<file path="config.mk">
export PLATFORM = sky130hd
export DESIGN_NAME = fir_tap_sequencer
export DESIGN_NICKNAME = d
export VERILOG_FILES = /design/src/rtl/fir_pkg.sv /design/src/rtl/fir_sample_ring.sv /design/src/rtl/fir_tap_sequencer.sv
export SDC_FILE = /design/constraint.sdc
export NUM_CORES = 2
export LEC_CHECK = 0
export ABC_AREA = 0
export CORE_MARGIN = 10
export CORE_UTILIZATION = 30
export CTS_BUF_LIST = sky130_fd_sc_hd__clkbuf_4
export DETAILED_ROUTE_END_ITERATION = 8
export SYNTH_ARGS = -nofsm -noshare
export SYNTH_HDL_FRONTEND = slang
export SYNTH_SLANG_ARGS = --single-unit
</file>
<file path="constraint.sdc">
create_clock -name clk -period 92.1 [get_ports clk]
set_input_delay 18.42 -clock clk [delete_from_list [all_inputs] [get_ports clk]]
set_output_delay 18.42 -clock clk [all_outputs]
set_load 0.05 [all_outputs]
</file>
<file path="src/rtl/fir_pkg.sv">
// Shared sizing constants and FSM state encoding for the FIR tap sequencer.
package fir_pkg;

  localparam int TAPS = 64;
  localparam int AW   = 6;
  localparam int DW   = 16;

  typedef enum logic [0:0] {
    IDLE = 1'b0,
    RUN  = 1'b1
  } fir_state_e;

endpackage

</file>
<file path="src/rtl/fir_sample_ring.sv">
// Sample delay line: register array cleared on reset, one synchronous write
// port and one combinational read port.
module fir_sample_ring
  import fir_pkg::*;
#(
  parameter int DEPTH = TAPS,
  parameter int IW    = AW,
  parameter int W     = DW
) (
  input  logic          clk,
  input  logic          rst,
  input  logic          we,
  input  logic [IW-1:0] waddr,
  input  logic [W-1:0]  wdata,
  input  logic [IW-1:0] raddr,
  output logic [W-1:0]  rdata
);

  logic [W-1:0] mem_r [DEPTH];

  // Storage array; reset clears all history so a cold start sees zeros.
  always_ff @(posedge clk or posedge rst) begin
    if (rst) begin
      for (int i = 0; i < DEPTH; i++) begin
        mem_r[i] <= {W{1'b0}};
      end
    end else if (we) begin
      mem_r[waddr] <= wdata;
    end
  end

  assign rdata = mem_r[raddr];

endmodule

</file>
<file path="src/rtl/fir_tap_sequencer.sv">
// Accepts one sample at a time into the delay line and streams the 64
// (x[n-k], h[k]) pairs for that sample to the downstream MAC.
module fir_tap_sequencer
  import fir_pkg::*;
(
  input  logic          clk,
  input  logic          rst,
  input  logic          s_valid,
  output logic          s_ready,
  input  logic [DW-1:0] s_data,
  output logic [AW-1:0] coef_addr,
  input  logic [DW-1:0] coef_q,
  output logic          m_valid,
  input  logic          m_ready,
  output logic [DW-1:0] m_sample,
  output logic [DW-1:0] m_coef,
  output logic          m_first,
  output logic          m_last,
  output logic          busy
);

  fir_state_e    state_r;
  logic [AW-1:0] wr_ptr_r;
  logic [AW-1:0] base_r;
  logic [AW-1:0] k_r;

  logic          accept_s;
  logic          beat_s;
  logic [AW-1:0] rd_addr_s;
  logic [DW-1:0] ring_q_s;

  assign s_ready   = (state_r == IDLE);
  assign busy      = (state_r == RUN);
  assign coef_addr = k_r;
  assign accept_s  = s_valid & s_ready;
  assign beat_s    = m_valid & m_ready;
  // Tap k reads the sample written k accepts ago; AW-bit wrap is the modulo.
  assign rd_addr_s = base_r - k_r;

  fir_sample_ring #(
    .DEPTH (TAPS),
    .IW    (AW),
    .W     (DW)
  ) u_ring (
    .clk   (clk),
    .rst   (rst),
    .we    (accept_s),
    .waddr (wr_ptr_r),
    .wdata (s_data),
    .raddr (rd_addr_s),
    .rdata (ring_q_s)
  );

  // Sequencer FSM with all stream outputs registered.
  always_ff @(posedge clk or posedge rst) begin
    if (rst) begin
      state_r  <= IDLE;
      wr_ptr_r <= {AW{1'b0}};
      base_r   <= {AW{1'b0}};
      k_r      <= {AW{1'b0}};
      m_valid  <= 1'b0;
      m_sample <= {DW{1'b0}};
      m_coef   <= {DW{1'b0}};
      m_first  <= 1'b0;
      m_last   <= 1'b0;
    end else begin
      case (state_r)
        IDLE: begin
          if (accept_s) begin
            // Tap 0 bypasses the ring: the new sample is still being written.
            base_r   <= wr_ptr_r;
            wr_ptr_r <= wr_ptr_r + AW'(1);
            m_valid  <= 1'b1;
            m_sample <= s_data;
            m_coef   <= coef_q;
            m_first  <= 1'b1;
            m_last   <= 1'b0;
            k_r      <= AW'(1);
            state_r  <= RUN;
          end
        end
        RUN: begin
          if (beat_s) begin
            if (m_last) begin
              m_valid <= 1'b0;
              m_first <= 1'b0;
              m_last  <= 1'b0;
              k_r     <= {AW{1'b0}};
              state_r <= IDLE;
            end else begin
              m_sample <= ring_q_s;
              m_coef   <= coef_q;
              m_first  <= 1'b0;
              m_last   <= (k_r == AW'(TAPS - 1));
              k_r      <= k_r + AW'(1);
            end
          end
        end
        default: begin
          state_r <= IDLE;
          k_r     <= {AW{1'b0}};
          m_valid <= 1'b0;
          m_first <= 1'b0;
          m_last  <= 1'b0;
        end
      endcase
    end
  end

endmodule

</file>
==> metrics.txt <==
# TYPE chip_impl_metric gauge
chip_impl_metric{name="worst_reg2reg_path_depth",unit=""} 9
chip_impl_metric{name="final_nets",unit=""} 4018
chip_impl_metric{name="pre_cts_ws",unit="ns"} 69.62
chip_impl_info{name="mostFrequentLayoutCell",value="sky130_fd_sc_hd__dfrtp_1"} 1
chip_impl_metric{name="port-buffer-count",unit=""} 78
chip_impl_metric{name="comb_power_share",unit="%"} 32.1
chip_impl_metric{name="std_cell_rows",unit=""} 147
chip_impl_metric{name="r2r_slack",unit="ns"} 86.38
chip_impl_metric{name="cts_hold_buf",unit=""} 0
chip_impl_metric{name="ir_drop",unit="mV"} 0.03427
chip_impl_metric{name="power.leakage",unit="nW"} 24.99
chip_impl_metric{name="fin_worst_hold_slack",unit="ns"} 0.4710
chip_impl_metric{name="synth_sequential_area_ratio",unit="%"} 55.77
chip_impl_info{name="final_cell_mix",value="sky130_fd_sc_hd__dfrtp_1 (1078), sky130_fd_sc_hd__nand2_1 (728), sky130_fd_sc_hd__mux2_2 (560), sky130_fd_sc_hd__o21ai_0 (483), sky130_fd_sc_hd__clkbuf_4 (482)"} 1
chip_impl_info{name="synthTopCellsByArea",value="sky130_fd_sc_hd__dfrtp_1 (56%), sky130_fd_sc_hd__mux2_2 (13%), sky130_fd_sc_hd__mux4_2 (12%)"} 1
chip_impl_metric{name="power_report.internal_total",unit="mW"} 0.8579
chip_impl_metric{name="yosys_register_bits",unit=""} 1078
chip_impl_metric{name="post-route-worst-setup-slack",unit="ns"} 70.63
chip_impl_metric{name="core_box_area",unit="mm2"} 0.1604
chip_impl_metric{name="grt_max_degree",unit=""} 117
chip_impl_metric{name="maxCapViolCount",unit=""} 0
chip_impl_metric{name="hold_viol_final",unit=""} 0
chip_impl_metric{name="i_o_pin_total",unit=""} 79
chip_impl_metric{name="remaining_drc_errors",unit=""} 0
chip_impl_metric{name="tritoncts.num_buffers",unit=""} 312
chip_impl_info{name="min_delay_worst_endpoint",value="u_ring.mem_r[701]"} 1
chip_impl_metric{name="initial_utilization",unit="%"} 30.16
chip_impl_info{name="worstReg2RegEnd",value="m_sample[13]"} 1
chip_impl_metric{name="worst_ep_arrival_time",unit="ns"} 3.05
chip_impl_metric{name="grt_pass1_vias",unit=""} 33639
chip_impl_info{name="critPathSlowestCell",value="sky130_fd_sc_hd__clkdlybuf4s50_1"} 1
chip_impl_metric{name="routedWlPerCell",unit="um"} 22.94
chip_impl_metric{name="finalWirelength",unit="um"} 145600
chip_impl_metric{name="htreeDepth",unit=""} 5
chip_impl_metric{name="floorplan.die.height",unit="um"} 421.6
chip_impl_metric{name="post_synth_instance_area",unit="mm2"} 0.04837
chip_impl_metric{name="areaGrowthSynthToFinish",unit="%"} 13.38
chip_impl_metric{name="final.min_clock_period",unit="ns"} 21.47
chip_impl_metric{name="cts_num_sinks",unit=""} 1078
chip_impl_metric{name="via_count",unit=""} 32351
chip_impl_info{name="run_status",value="finished, final reports clean"} 1
chip_impl_metric{name="synth.yosys.warnings",unit=""} 0
chip_impl_info{name="endpoint_kind",value="output port"} 1
chip_impl_metric{name="viasPerCell",unit=""} 5.095
chip_impl_metric{name="grt_pass1_wl",unit="um"} 219900
chip_impl_metric{name="drt_first_pass_iters",unit=""} 5
chip_impl_metric{name="final_setup_violation_count",unit=""} 0
chip_impl_metric{name="power.net_switching",unit="mW"} 0.5206
chip_impl_metric{name="grtUsageTotal",unit="%"} 16.16
chip_impl_metric{name="clkLatencyLatePin",unit="ns"} 1.23
chip_impl_metric{name="timing.fmax",unit="MHz"} 46.59
chip_impl_metric{name="antenna_violating_nets_post_route",unit=""} 0
chip_impl_metric{name="synth_top_area_share",unit="%"} 55.77
chip_impl_metric{name="grt_overflow",unit=""} 0
chip_impl_metric{name="synth_edf_count",unit=""} 0
chip_impl_metric{name="place_hpwl",unit="um"} 87110
chip_impl_info{name="top_flip_flop_cell_by_instance_count_after_synthesis",value="sky130_fd_sc_hd__dfrtp_1"} 1
chip_impl_metric{name="cp_data_required_time",unit="ns"} 73.68
chip_impl_metric{name="mappedNetlistNets",unit=""} 3873
chip_impl_info{name="crit_path_category",value="flop to output port"} 1
chip_impl_metric{name="cts.clk_slew.worst_paths",unit="ns"} 0.06
chip_impl_metric{name="synth_cells",unit=""} 3829
chip_impl_metric{name="postSynth.asyncResetShare",unit="%"} 100.0
chip_impl_metric{name="share_of_layout_cells_above_drive_strength_1",unit="%"} 35.33
chip_impl_metric{name="power_frac_clock",unit="%"} 32.0
chip_impl_info{name="critical_path.reg2reg.startpoint",value="coef_addr[0]"} 1
chip_impl_metric{name="max_slew_margin",unit="%"} 13.71
chip_impl_metric{name="timing.critical_path.fanout_max",unit=""} 14
chip_impl_metric{name="worst_clock_skew",unit="ns"} 0.08080
chip_impl_metric{name="hold_depth",unit=""} 2
chip_impl_info{name="cts_tree",value="done"} 1
chip_impl_metric{name="cts_setup_buffers",unit=""} 0
chip_impl_metric{name="share_seq_of_total_power",unit="%"} 35.9
chip_impl_metric{name="yosys.cell_types.count",unit=""} 64
chip_impl_info{name="grt_setup_unrepaired",value="false"} 1
chip_impl_info{name="min-delay-path-class",value="flop to flop"} 1
chip_impl_metric{name="utilization",unit="%"} 34.20
chip_impl_metric{name="dr.first_iter.drc_count",unit=""} 2295
chip_impl_metric{name="report.power.total",unit="mW"} 1.378
chip_impl_info{name="worst_path_cell_chain",value="inv_1, clkdlybuf4s50_1"} 1
chip_impl_metric{name="report.final.slew_viol_count",unit=""} 0
chip_impl_metric{name="cellPowerDensity",unit="mW/mm2"} 25.13
chip_impl_info{name="clock-root-buffer",value="sky130_fd_sc_hd__clkbuf_4"} 1
chip_impl_metric{name="cts.path.max_buffers",unit=""} 4
chip_impl_metric{name="sum_neg_setup_slack",unit="ns"} 0
chip_impl_info{name="min-delay-start",value="u_ring.mem_r[701]"} 1
chip_impl_metric{name="grt_antenna_before_repair",unit=""} 8
chip_impl_metric{name="dieArea",unit="mm2"} 0.1777
chip_impl_metric{name="timing.final.crit_share",unit="%"} 23.31
chip_impl_metric{name="critPathMaxStageDelay",unit="ns"} 0.81
chip_impl_metric{name="fp.dieW",unit="um"} 421.6
chip_impl_info{name="netlist.top_cell.by_area",value="sky130_fd_sc_hd__dfrtp_1"} 1
chip_impl_metric{name="netSwitchingFraction",unit="%"} 37.77
chip_impl_metric{name="cts_repair_resize_count",unit=""} 0
chip_impl_metric{name="synth_area_per_cell",unit="um2"} 12.63
chip_impl_metric{name="finalWeightedCongestion",unit=""} 0.8065
chip_impl_metric{name="actual_transition_at_the_worst_max_transition_pin",unit="ns"} 1.291
chip_impl_info{name="critPathLaunchType",value="flop"} 1
## cells by family after synthesis
| kind of cell | synth area share (%) |
|---|---|
| AO/OA/AOI/OAI | 6.503 |
| AND/OR/NAND/NOR | 8.137 |
| XOR/XNOR | 0.2509 |
| flip-flops | 55.77 |
| adder cells (fa/ha/maj) | 0.2224 |
| multiplexers | 25.73 |
| buffers and inverters | 3.391 |
## worst max-delay path: cells and delay by family (launching register included)
kind / cells / cell delay, ns
buffers and inverters: 2 / 1.05
flip-flops: 1 / 0.78
## per-stage QoR
stage,instance area (um2),instances
after floorplan,48370,3829
after global placement,51030,5820
after detailed placement,51030,5820
after CTS,54830,6344
after global routing,54840,6348
final,54850,6349
## how the worst max path moves through the flow
| stage | start | to | cells past startpoint |
|---|---|---|---|
| detailed placement | rst | u_ring.mem_r[75] | 5 |
| global placement | rst | u_ring.mem_r[11] | 5 |
| finish | busy | s_ready | 2 |
| CTS | busy | s_ready | 2 |
| global route | rst | u_ring.mem_r[29] | 5 |
| floorplan | rst | base_r[0] | 1 |
## layout make-up
cell class | count | area, um2
Fill cell | 16037 | 105500
Sequential cell | 1078 | 26980
Inverter | 24 | 97.59
Antenna cell | 5 | 12.51
Multi-Input combinational cell | 2386 | 19830
Clock buffer | 482 | 3618
Tap cell | 2160 | 2703
Clock inverter | 42 | 187.7
Timing Repair Buffer | 172 | 1419
## synth_stat cells, types with 10 or more instances
| cell | count |
|---|---|
| sky130_fd_sc_hd__dfrtp_1 | 1078 |
| sky130_fd_sc_hd__nand2_1 | 729 |
| sky130_fd_sc_hd__mux2_2 | 560 |
| sky130_fd_sc_hd__o21ai_0 | 483 |
| sky130_fd_sc_hd__mux4_2 | 258 |
| sky130_fd_sc_hd__clkbuf_1 | 226 |
| sky130_fd_sc_hd__buf_2 | 72 |
| sky130_fd_sc_hd__nand3_1 | 67 |
| sky130_fd_sc_hd__buf_4 | 34 |
| sky130_fd_sc_hd__mux2i_1 | 33 |
| sky130_fd_sc_hd__nand4_1 | 33 |
| sky130_fd_sc_hd__nor2_2 | 33 |
| sky130_fd_sc_hd__nor2_1 | 31 |
| sky130_fd_sc_hd__a32oi_1 | 30 |
| sky130_fd_sc_hd__inv_1 | 24 |
| sky130_fd_sc_hd__a31oi_1 | 19 |
| sky130_fd_sc_hd__a22oi_1 | 16 |
| sky130_fd_sc_hd__o21ai_1 | 10 |
## layer usage
metal / routed length, um / vias to the layer above / part of all wire, % / track usage [%]
met2: 72140 / 1041 / 50 / 27.36
li1: - / 14069 / - / -
met4: 5976 / 2 / 4.1 / 7.325
met5: 11 / - / 0.0076 / 0
met3: 8066 / 335 / 5.5 / 3.015
met1: 59460 / 16904 / 41 / 19.98
## sequential cells by signal (all words and copies together), names as in the netlist
signal / flops
base_r: 6
busy: 1
coef_addr: 6
m_coef: 16
m_first: 1
m_last: 1
m_sample: 16
m_valid: 1
u_ring.mem_r: 1024
wr_ptr_r: 6
## power groups by stage
stage / registers, mW / clock network [mW] / logic, mW
3_3_place_gp: 0.503 / 0 / 0.449
6_report: 0.495 / 0.441 / 0.443
5_1_grt: 0.495 / 0.477 / 0.464
3_5_place_dp: 0.503 / 0 / 0.448
2_1_floorplan: 0.524 / 0 / 0.267
4_1_cts: 0.495 / 0.452 / 0.448
(Power assumes the default switching activity.)
